**src/rtl/contador_pkg.sv**
```systemverilog
// Shared types and sizes for the PWM dimmer: a 4-bit level spread over 16 slots.
package contador_pkg;
  localparam int DUTY_W = 4;
  localparam int SLOTS  = 16;

  typedef enum logic {IDLE, RUN} dimmer_state_t;
  typedef logic [DUTY_W-1:0] level_t;
endpackage

```
**src/rtl/pwm_prescaler.sv**
```systemverilog
// Slot-rate divider: counts 0..PRESCALE-1 while en is high and flags the last count.
// clear has priority over en and returns the count to 0.
module pwm_prescaler #(
  parameter int PRESCALE = 4
) (
  input  logic clk,
  input  logic rst,
  input  logic clear,
  input  logic en,
  output logic tick
);
  localparam logic [7:0] LAST = 8'(PRESCALE - 1);

  logic [7:0] r_cnt;

  assign tick = en && (r_cnt == LAST);

  always_ff @(posedge clk or posedge rst) begin
    if (rst) begin
      r_cnt <= '0;
    end else if (clear) begin
      r_cnt <= '0;
    end else if (en) begin
      r_cnt <= tick ? 8'd0 : r_cnt + 8'd1;
    end
  end
endmodule

```
**src/rtl/pwm_dimmer.sv**
```systemverilog
// 16-slot PWM from a 4-bit level latched only at period boundaries, with peak/valley
// detection of the upstream sweep direction.
module pwm_dimmer
  import contador_pkg::*;
#(
  parameter int PRESCALE = 4
) (
  input  logic              clk,
  input  logic              rst,
  input  logic              enable,
  input  logic [DUTY_W-1:0] duty_in,
  output logic              pwm_out,
  output logic [DUTY_W-1:0] duty_q,
  output logic              period_start,
  output logic              peak,
  output logic              valley
);
  dimmer_state_t r_state, w_state_nxt;
  level_t        r_slot, w_slot_nxt;
  level_t        r_duty_q, w_duty_q_nxt;
  logic          r_period_start, w_period_start_nxt;
  logic          r_peak, w_peak_nxt;
  logic          r_valley, w_valley_nxt;
  logic          r_prev_valid, w_prev_valid_nxt;
  logic          r_trend_valid, w_trend_valid_nxt;
  logic          r_rising, w_rising_nxt;
  logic          w_run;
  logic          w_slot_tick;

  assign w_run = (r_state == RUN);

  pwm_prescaler #(
    .PRESCALE(PRESCALE)
  ) u_prescaler (
    .clk  (clk),
    .rst  (rst),
    .clear(!(w_run && enable)),
    .en   (w_run),
    .tick (w_slot_tick)
  );

  always_ff @(posedge clk or posedge rst) begin
    if (rst) begin
      r_state        <= IDLE;
      r_slot         <= '0;
      r_duty_q       <= '0;
      r_period_start <= 1'b0;
      r_peak         <= 1'b0;
      r_valley       <= 1'b0;
      r_prev_valid   <= 1'b0;
      r_trend_valid  <= 1'b0;
      r_rising       <= 1'b0;
    end else begin
      r_state        <= w_state_nxt;
      r_slot         <= w_slot_nxt;
      r_duty_q       <= w_duty_q_nxt;
      r_period_start <= w_period_start_nxt;
      r_peak         <= w_peak_nxt;
      r_valley       <= w_valley_nxt;
      r_prev_valid   <= w_prev_valid_nxt;
      r_trend_valid  <= w_trend_valid_nxt;
      r_rising       <= w_rising_nxt;
    end
  end

  always_comb begin
    w_state_nxt        = r_state;
    w_slot_nxt         = r_slot;
    w_duty_q_nxt       = r_duty_q;
    w_period_start_nxt = 1'b0;
    w_peak_nxt         = 1'b0;
    w_valley_nxt       = 1'b0;
    w_prev_valid_nxt   = r_prev_valid;
    w_trend_valid_nxt  = r_trend_valid;
    w_rising_nxt       = r_rising;
    case (r_state)
      IDLE: begin
        if (enable) begin
          w_state_nxt        = RUN;
          w_duty_q_nxt       = duty_in;
          w_slot_nxt         = '0;
          w_period_start_nxt = 1'b1;
          w_prev_valid_nxt   = 1'b1;
        end
      end
      RUN: begin
        if (!enable) begin
          w_state_nxt       = IDLE;
          w_slot_nxt        = '0;
          w_prev_valid_nxt  = 1'b0;
          w_trend_valid_nxt = 1'b0;
        end else if (w_slot_tick) begin
          w_slot_nxt = r_slot + 4'd1;
          if (r_slot == level_t'(SLOTS - 1)) begin
            w_duty_q_nxt       = duty_in;
            w_period_start_nxt = 1'b1;
            // Equal levels leave the trend untouched so the counter's end-stop hold is ignored.
            if (r_prev_valid && (duty_in > r_duty_q)) begin
              w_valley_nxt      = r_trend_valid && !r_rising;
              w_rising_nxt      = 1'b1;
              w_trend_valid_nxt = 1'b1;
            end else if (r_prev_valid && (duty_in < r_duty_q)) begin
              w_peak_nxt        = r_trend_valid && r_rising;
              w_rising_nxt      = 1'b0;
              w_trend_valid_nxt = 1'b1;
            end
          end
        end
      end
      default: w_state_nxt = IDLE;
    endcase
  end

  assign pwm_out      = w_run && (r_slot < r_duty_q);
  assign duty_q       = r_duty_q;
  assign period_start = r_period_start;
  assign peak         = r_peak;
  assign valley       = r_valley;
endmodule
```
**config.mk**
```make
export PLATFORM = sky130hd
export DESIGN_NAME = pwm_dimmer
export DESIGN_NICKNAME = d
export VERILOG_FILES = /design/src/rtl/contador_pkg.sv /design/src/rtl/pwm_prescaler.sv /design/src/rtl/pwm_dimmer.sv
export SDC_FILE = /design/constraint.sdc
export NUM_CORES = 1
export LEC_CHECK = 0
export CAP_MARGIN = 40
export CORE_ASPECT_RATIO = 1.5
export CORE_UTILIZATION = 35
export DETAILED_ROUTE_END_ITERATION = 8
export GPL_ROUTABILITY_DRIVEN = 0
export GPL_TIMING_DRIVEN = 0
export SYNTH_ARGS = -nofsm -noshare
export SYNTH_HDL_FRONTEND = slang
export SYNTH_SLANG_ARGS = --single-unit
```
**constraint.sdc**
```tcl
create_clock -name clk -period 2.4 [get_ports clk]
set_input_delay 0.36 -clock clk [delete_from_list [all_inputs] [get_ports clk]]
set_output_delay 0.36 -clock clk [all_outputs]
set_load 0.01 [all_outputs]
```
# ---- Word level (Yosys, flattened, before mapping)
# Index checks and enable logic that the tools add are counted.
# W data, S select, Z words.
dict set report classes {
  n_bitwise 1
  n_shift 0
  eq_ne 12
  n_mul 0
  n_lt_le_gt_ge 3
  reduce_logical 14
  div 0
  add_sub_neg 2
  n_mux 38
}
# operator n
set op_table {}
lappend op_table {{$mux W4} 7}
lappend op_table {{$mux W1} 24}
lappend op_table {{$mux W8} 3}
lappend op_table {{$pmux W4 S2} 2}
lappend op_table {{$add A8 B1 Y8 const B} 1}
lappend op_table {{$eq A8 B2 Y1 const B} 1}
lappend op_table {{$lt A4 B4 Y1} 2}
lappend op_table {{$ne A2 B1 Y1 const B} 4}
lappend op_table {{$ne A2 B2 Y1 const B} 4}
lappend op_table {{$reduce_and A4 Y1} 2}
lappend op_table {{$logic_and A1 B1 Y1} 7}
lappend op_table {{$reduce_and A5 Y1} 1}
lappend op_table {{$add A4 B1 Y4 const B} 1}
lappend op_table {{$eq A4 B4 Y1 const B} 1}
lappend op_table {{$gt A4 B4 Y1} 1}
lappend op_table {{$pmux W1 S2} 2}
lappend op_table {{$reduce_and A2 Y1} 2}
lappend op_table {{$ne A3 B1 Y1 const B} 1}
lappend op_table {{$ne A3 B2 Y1 const B} 1}
lappend op_table {{$reduce_bool A2 Y1} 1}
lappend op_table {{$logic_not A1 Y1} 1}
lappend op_table {{$not A1 Y1} 1}
dict set report word_totals {
  elab_cells 80
  register_bits 23
  mem_bits_rw 0
  output_inout_bits 8
  n_memories 0
  in_bits 7
  latch_bits 0
  rom_bits 0
}

# ---- Depth between registers and ports, before layout
dict set report depth {
  depth_word 8
  mapped_depth 6
  depth_no_buf 6
}

# ---- Modules after synthesis
# A second synthesis with hierarchy kept.
dict set report unflattened {
  hier_cells 129
  hier_area_um2 1316.3
}
# mod cells_each area_per_inst_um2 n_inst seq_area_each_um2
set by_module_without_submodules {}
lappend by_module_without_submodules {pwm_dimmer 86 870.8 1 375.4}
lappend by_module_without_submodules {pwm_prescaler 43 445.4 1 200.2}

# ---- Worst setup path before layout
# OpenSTA, ideal clock, no wires.
dict set report synth_path {
  path_kind {reg2reg}
  from {reg u_prescaler.r_cnt[0]}
  to {reg r_slot[3]}
  setup_time_ps 104
  required_time_ps 2296
  path_buffers 0
  synth_period_minus_slack_ps 1919
  path_slack_ps 481
  stages_incl_launch_ff 6
  arrival_time_ps 1816
  path_cell_list {dfrtp_1 ha_1 or4b_4 o31ai_4 nand2b_4 o41ai_2}
}
dict set report synth_via {
  elab_chain_cells 4
}
# element line_no
set synth_rtl {}
lappend synth_rtl {{start: declaration} pwm_prescaler.sv:14} ;# logic [7:0] r_cnt;
lappend synth_rtl {{start signal: assignment} pwm_prescaler.sv:24} ;# r_cnt <= tick ? 8'd0 : r_cnt + 8'd1;
lappend synth_rtl {{$eq A8 B2 Y1} pwm_prescaler.sv:16} ;# assign tick = en && (r_cnt == LAST);
lappend synth_rtl {{$logic_and A1 B1 Y1} pwm_prescaler.sv:16}
lappend synth_rtl {{$ne A3 B2 Y1 (no source line)} --}
lappend synth_rtl {{$reduce_and A2 Y1 (no source line)} --}
lappend synth_rtl {{end signal: assignment} pwm_dimmer.sv:55} ;# r_slot <= w_slot_nxt;
lappend synth_rtl {{end: declaration} pwm_dimmer.sv:19} ;# level_t r_slot, w_slot_nxt;
# No other way between the ends.
# A chain may end at the register's enable or synchronous reset.

# ---- Worst setup path after layout
dict set report layout_path {
  from {reg r_duty_q[1] (netlist: duty_q[1])}
  to {out pwm_out}
}
dict set report layout_via {
  elab_chain_cells 2
}
# element line_no
set layout_rtl {}
lappend layout_rtl {{start: declaration} pwm_dimmer.sv:20} ;# level_t r_duty_q, w_duty_q_nxt;
lappend layout_rtl {{start signal: assignment} pwm_dimmer.sv:56} ;# r_duty_q <= w_duty_q_nxt;
lappend layout_rtl {{$lt A4 B4 Y1} pwm_dimmer.sv:114} ;# assign pwm_out = w_run && (r_slot < r_duty_q);
lappend layout_rtl {{$logic_and A1 B1 Y1} pwm_dimmer.sv:114}
lappend layout_rtl {{end: declaration} pwm_dimmer.sv:12} ;# output logic pwm_out,
# No other way between the ends.

==> reports/qor.yml <==
logic_synthesis:
  yosys_warnings: 0
  post_synth_mux_area_share: 0.0421
  synthArstFlopShare: 1.00
  synth_area_leaders: "sky130_fd_sc_hd__dfrtp_1, sky130_fd_sc_hd__ha_1, sky130_fd_sc_hd__mux2_2"
  yosys.cell_count.top_type: "sky130_fd_sc_hd__dfrtp_1"
  largest_family_of_logic_cells_by_synthesized_area: "simple AND/OR/NAND/NOR gates"
  synth_largest_area_cell: "sky130_fd_sc_hd__dfrtp_1"
  yosys.area_share.adder: 0.112
  ys_ff_latch: 23
  synth_top_cell_area_share: 0.431
  mappedNetlistArea_um2: 1340
  fraction_of_synthesized_cell_area_in_xor_and_xnor_cells: 0.0328
  post_synth_inst_count: 123
  synthFlopType: "sky130_fd_sc_hd__dfrtp_1"
  synth_seq_area_share: 0.431
  synth_commonest_cells: "sky130_fd_sc_hd__dfrtp_1, sky130_fd_sc_hd__ha_1, sky130_fd_sc_hd__nor2_1"
  post_synth_cell_types: 38
  nets_in_the_synthesized_netlist: 142
  synth_compound_area_frac: 0.148
  number_of_enable_flip_flop_cells_after_synthesis: 0
  post_synth.cell_area_avg_um2: 10.9
  synth_simple_gate_area_share: 0.203
route:
  route.detailed.vias_per_inst: 5.38
  routed_wire_length_per_instance_um: 14.3
  drc: 0
  drt_first_pass_iters: 4
  detailroute.via_count: 995
  drt_iter0_drc: 14
  wirelength_um: 2640
  ant_nets: 0
finish:
  drive_above_1_share: 0.141
  final_cells: 185
  area_growth_pct: 19.9
  num-fill-cells: 363
  nNetsFinal: 162
  antenna-diode-count: 0
floorplan:
  core-area_um2: 3650
  floorplan.die_area_um2: 4070
  boundaryPins: 15
  floorplan.rows: 27
  die_y_um: 77.7
  die_width_um: 52.5
  floorplan.initialDensity: 0.366
worst_setup_path:
  crit_fanout: 3
  critical_path_required_ns: 2.04
  start_kind: "flip-flop"
  critical_path_class: "flip-flop to output pin"
  cp_data_arrival_time_ns: 1.88
  end_kind: "output pin"
power:
  max-vdd-ir-drop_mv: 0.360
  power.static_leakage_nw: 0.707
  power_per_cell_area_nw_per_um2: 523
  power_w: 0.000839
global_route:
  grt_pass1_vias: 1042
  grt.overflow.total: 0
  maximum_number_of_pins_on_one_net_before_global_route_repair: 20
  globalRouteTotalUtil: 0.150
  grt_antenna_before_repair: 0
  grt_pass1_wl_um: 4620
place:
  io_buffers: 14
  dpl.cell_count: 181
  hpwl_um: 2100
sta:
  finalSetupTns_ns: 0
  tightest_slew_ns: 0.450
  finalMaxSlewViolations: 0
  max_freq_mhz: 447
  finalHoldViolations: 0
  rsz0062_at_grt: "false"
  finalWorstPathRequiredPeriod_ns: 2.24
  setup_violations: 0
  hold-worst-slack_ns: 0.320
  skew_ns: 0.00272
  min_period_over_period: 0.932
  slew-limit-headroom: 0.700
clock_tree:
  tritoncts_num_sinks: 23
  holdBufCountCts: 0
  worstSkewPairLatency_ns: 0.27
  max_buffers_root_to_sink: 2
  cts_inserted_buffers: 3
  tritoncts_clock_tree: "done"
  clk_root_buffer_cell: "sky130_fd_sc_hd__clkbuf_8"
  clk_pin_slew_worst_paths_ns: 0.08
  clock_tree.htree_level_count: 1
hold_path:
  min_path_type: "primary input to async pin"
outcome:
  run_status: "finished, final reports clean"
job:
  max_cap_viol_count: 0
==> per-stage QoR <==
stage	setup WS [ns]	utilization	instance area [um^2]
2_1_floorplan	0.481	-	1340
3_3_place_gp	0.132	0.419	1530
3_5_place_dp	0.0960	0.427	1560
4_1_cts	0.143	0.439	1600
5_1_grt	0.0671	0.439	1600
6_report	0.164	0.439	1600
==> path summary, 6_finish.rpt <==
kind / from / end / slack (ns) / cells past startpoint
setup / recovery: duty_q[1] / pwm_out / 0.16 / 6
hold reg to reg: r_rising / valley / 0.47 / 1
max in group asynchronous: rst / valley / 1.69 / 3
setup reg to reg: u_prescaler.r_cnt[0] / r_slot[3] / 0.23 / 5
hold / removal: rst / duty_q[0] / 0.32 / 2
min in group clk: r_rising / valley / 0.47 / 1
==> worst max-delay path, cell delays in order, from the launching register on <==
cell and delay, ns:
sky130_fd_sc_hd__dfrtp_1 0.37, sky130_fd_sc_hd__inv_1 0.07, sky130_fd_sc_hd__ha_1 0.29, sky130_fd_sc_hd__a21o_1 0.15
sky130_fd_sc_hd__a21o_1 0.17, sky130_fd_sc_hd__a211oi_1 0.26, sky130_fd_sc_hd__dlygate4sd2_1 0.30
==> metal layers <==
metal  track usage  routed length (um)
met4        0.0632                  53
met1         0.160                1070
met3        0.0235                  78
met2         0.276                1440
met5             0                   0
==> power breakdown <==
group          switching (W)  total, W  internal, W
clock               0.000130  0.000247     0.000116
combinational      0.0000818  0.000169    0.0000874
sequential         0.0000167  0.000423     0.000406
total               0.000229  0.000839     0.000610
==> registers in the layout, indices dropped and copies added, names as in the netlist <==
register           count
r_trend_valid          1
period_start           1
r_rising               1
r_slot                 4
r_prev_valid           1
peak                   1
u_prescaler.r_cnt      8
valley                 1
duty_q                 4
r_state                1
==> final cells by class <==
cell class                 count  area [um^2]  area share
clock inverter                 1         5.00     0.00312
timing repair buffer          15          166       0.104
multi-input combinational     90          719       0.449
tap                           43         53.8      0.0336
inverter                       9         33.8      0.0211
sequential                    23          576       0.359
clock buffer                   3         41.3      0.0258
buffer                         1         7.51     0.00468
==> logic make-up after synthesis <==
logic type      Yosys count
mux                       5
buf+inv                  10
xor+xnor                  5
simple gates             44
compound gates           24
fa+ha+maj                12
flops                    23
==> what timing repair did <==
action	in CTS	in global routing
gates resized for setup	1	0
setup endpoints to repair	1	0
setup buffers	0	0
endpoints found under the hold margin	0	0
==> cell usage in the layout, fill, tap and decap left out, types with 4 or more instances in the layout <==
cell                              Yosys  final
sky130_fd_sc_hd__dfrtp_1             23     23
sky130_fd_sc_hd__clkdlybuf4s50_1      0     13
sky130_fd_sc_hd__ha_1                12     12
sky130_fd_sc_hd__nor2_1               9      9
sky130_fd_sc_hd__nand2_1              8      8
sky130_fd_sc_hd__inv_1                8      8
sky130_fd_sc_hd__o21ai_0              6      6
sky130_fd_sc_hd__nand3_1              5      5
sky130_fd_sc_hd__mux2_2               5      5
sky130_fd_sc_hd__xnor2_1              4      4
No activity file was read; power rests on OpenSTA's default activity.
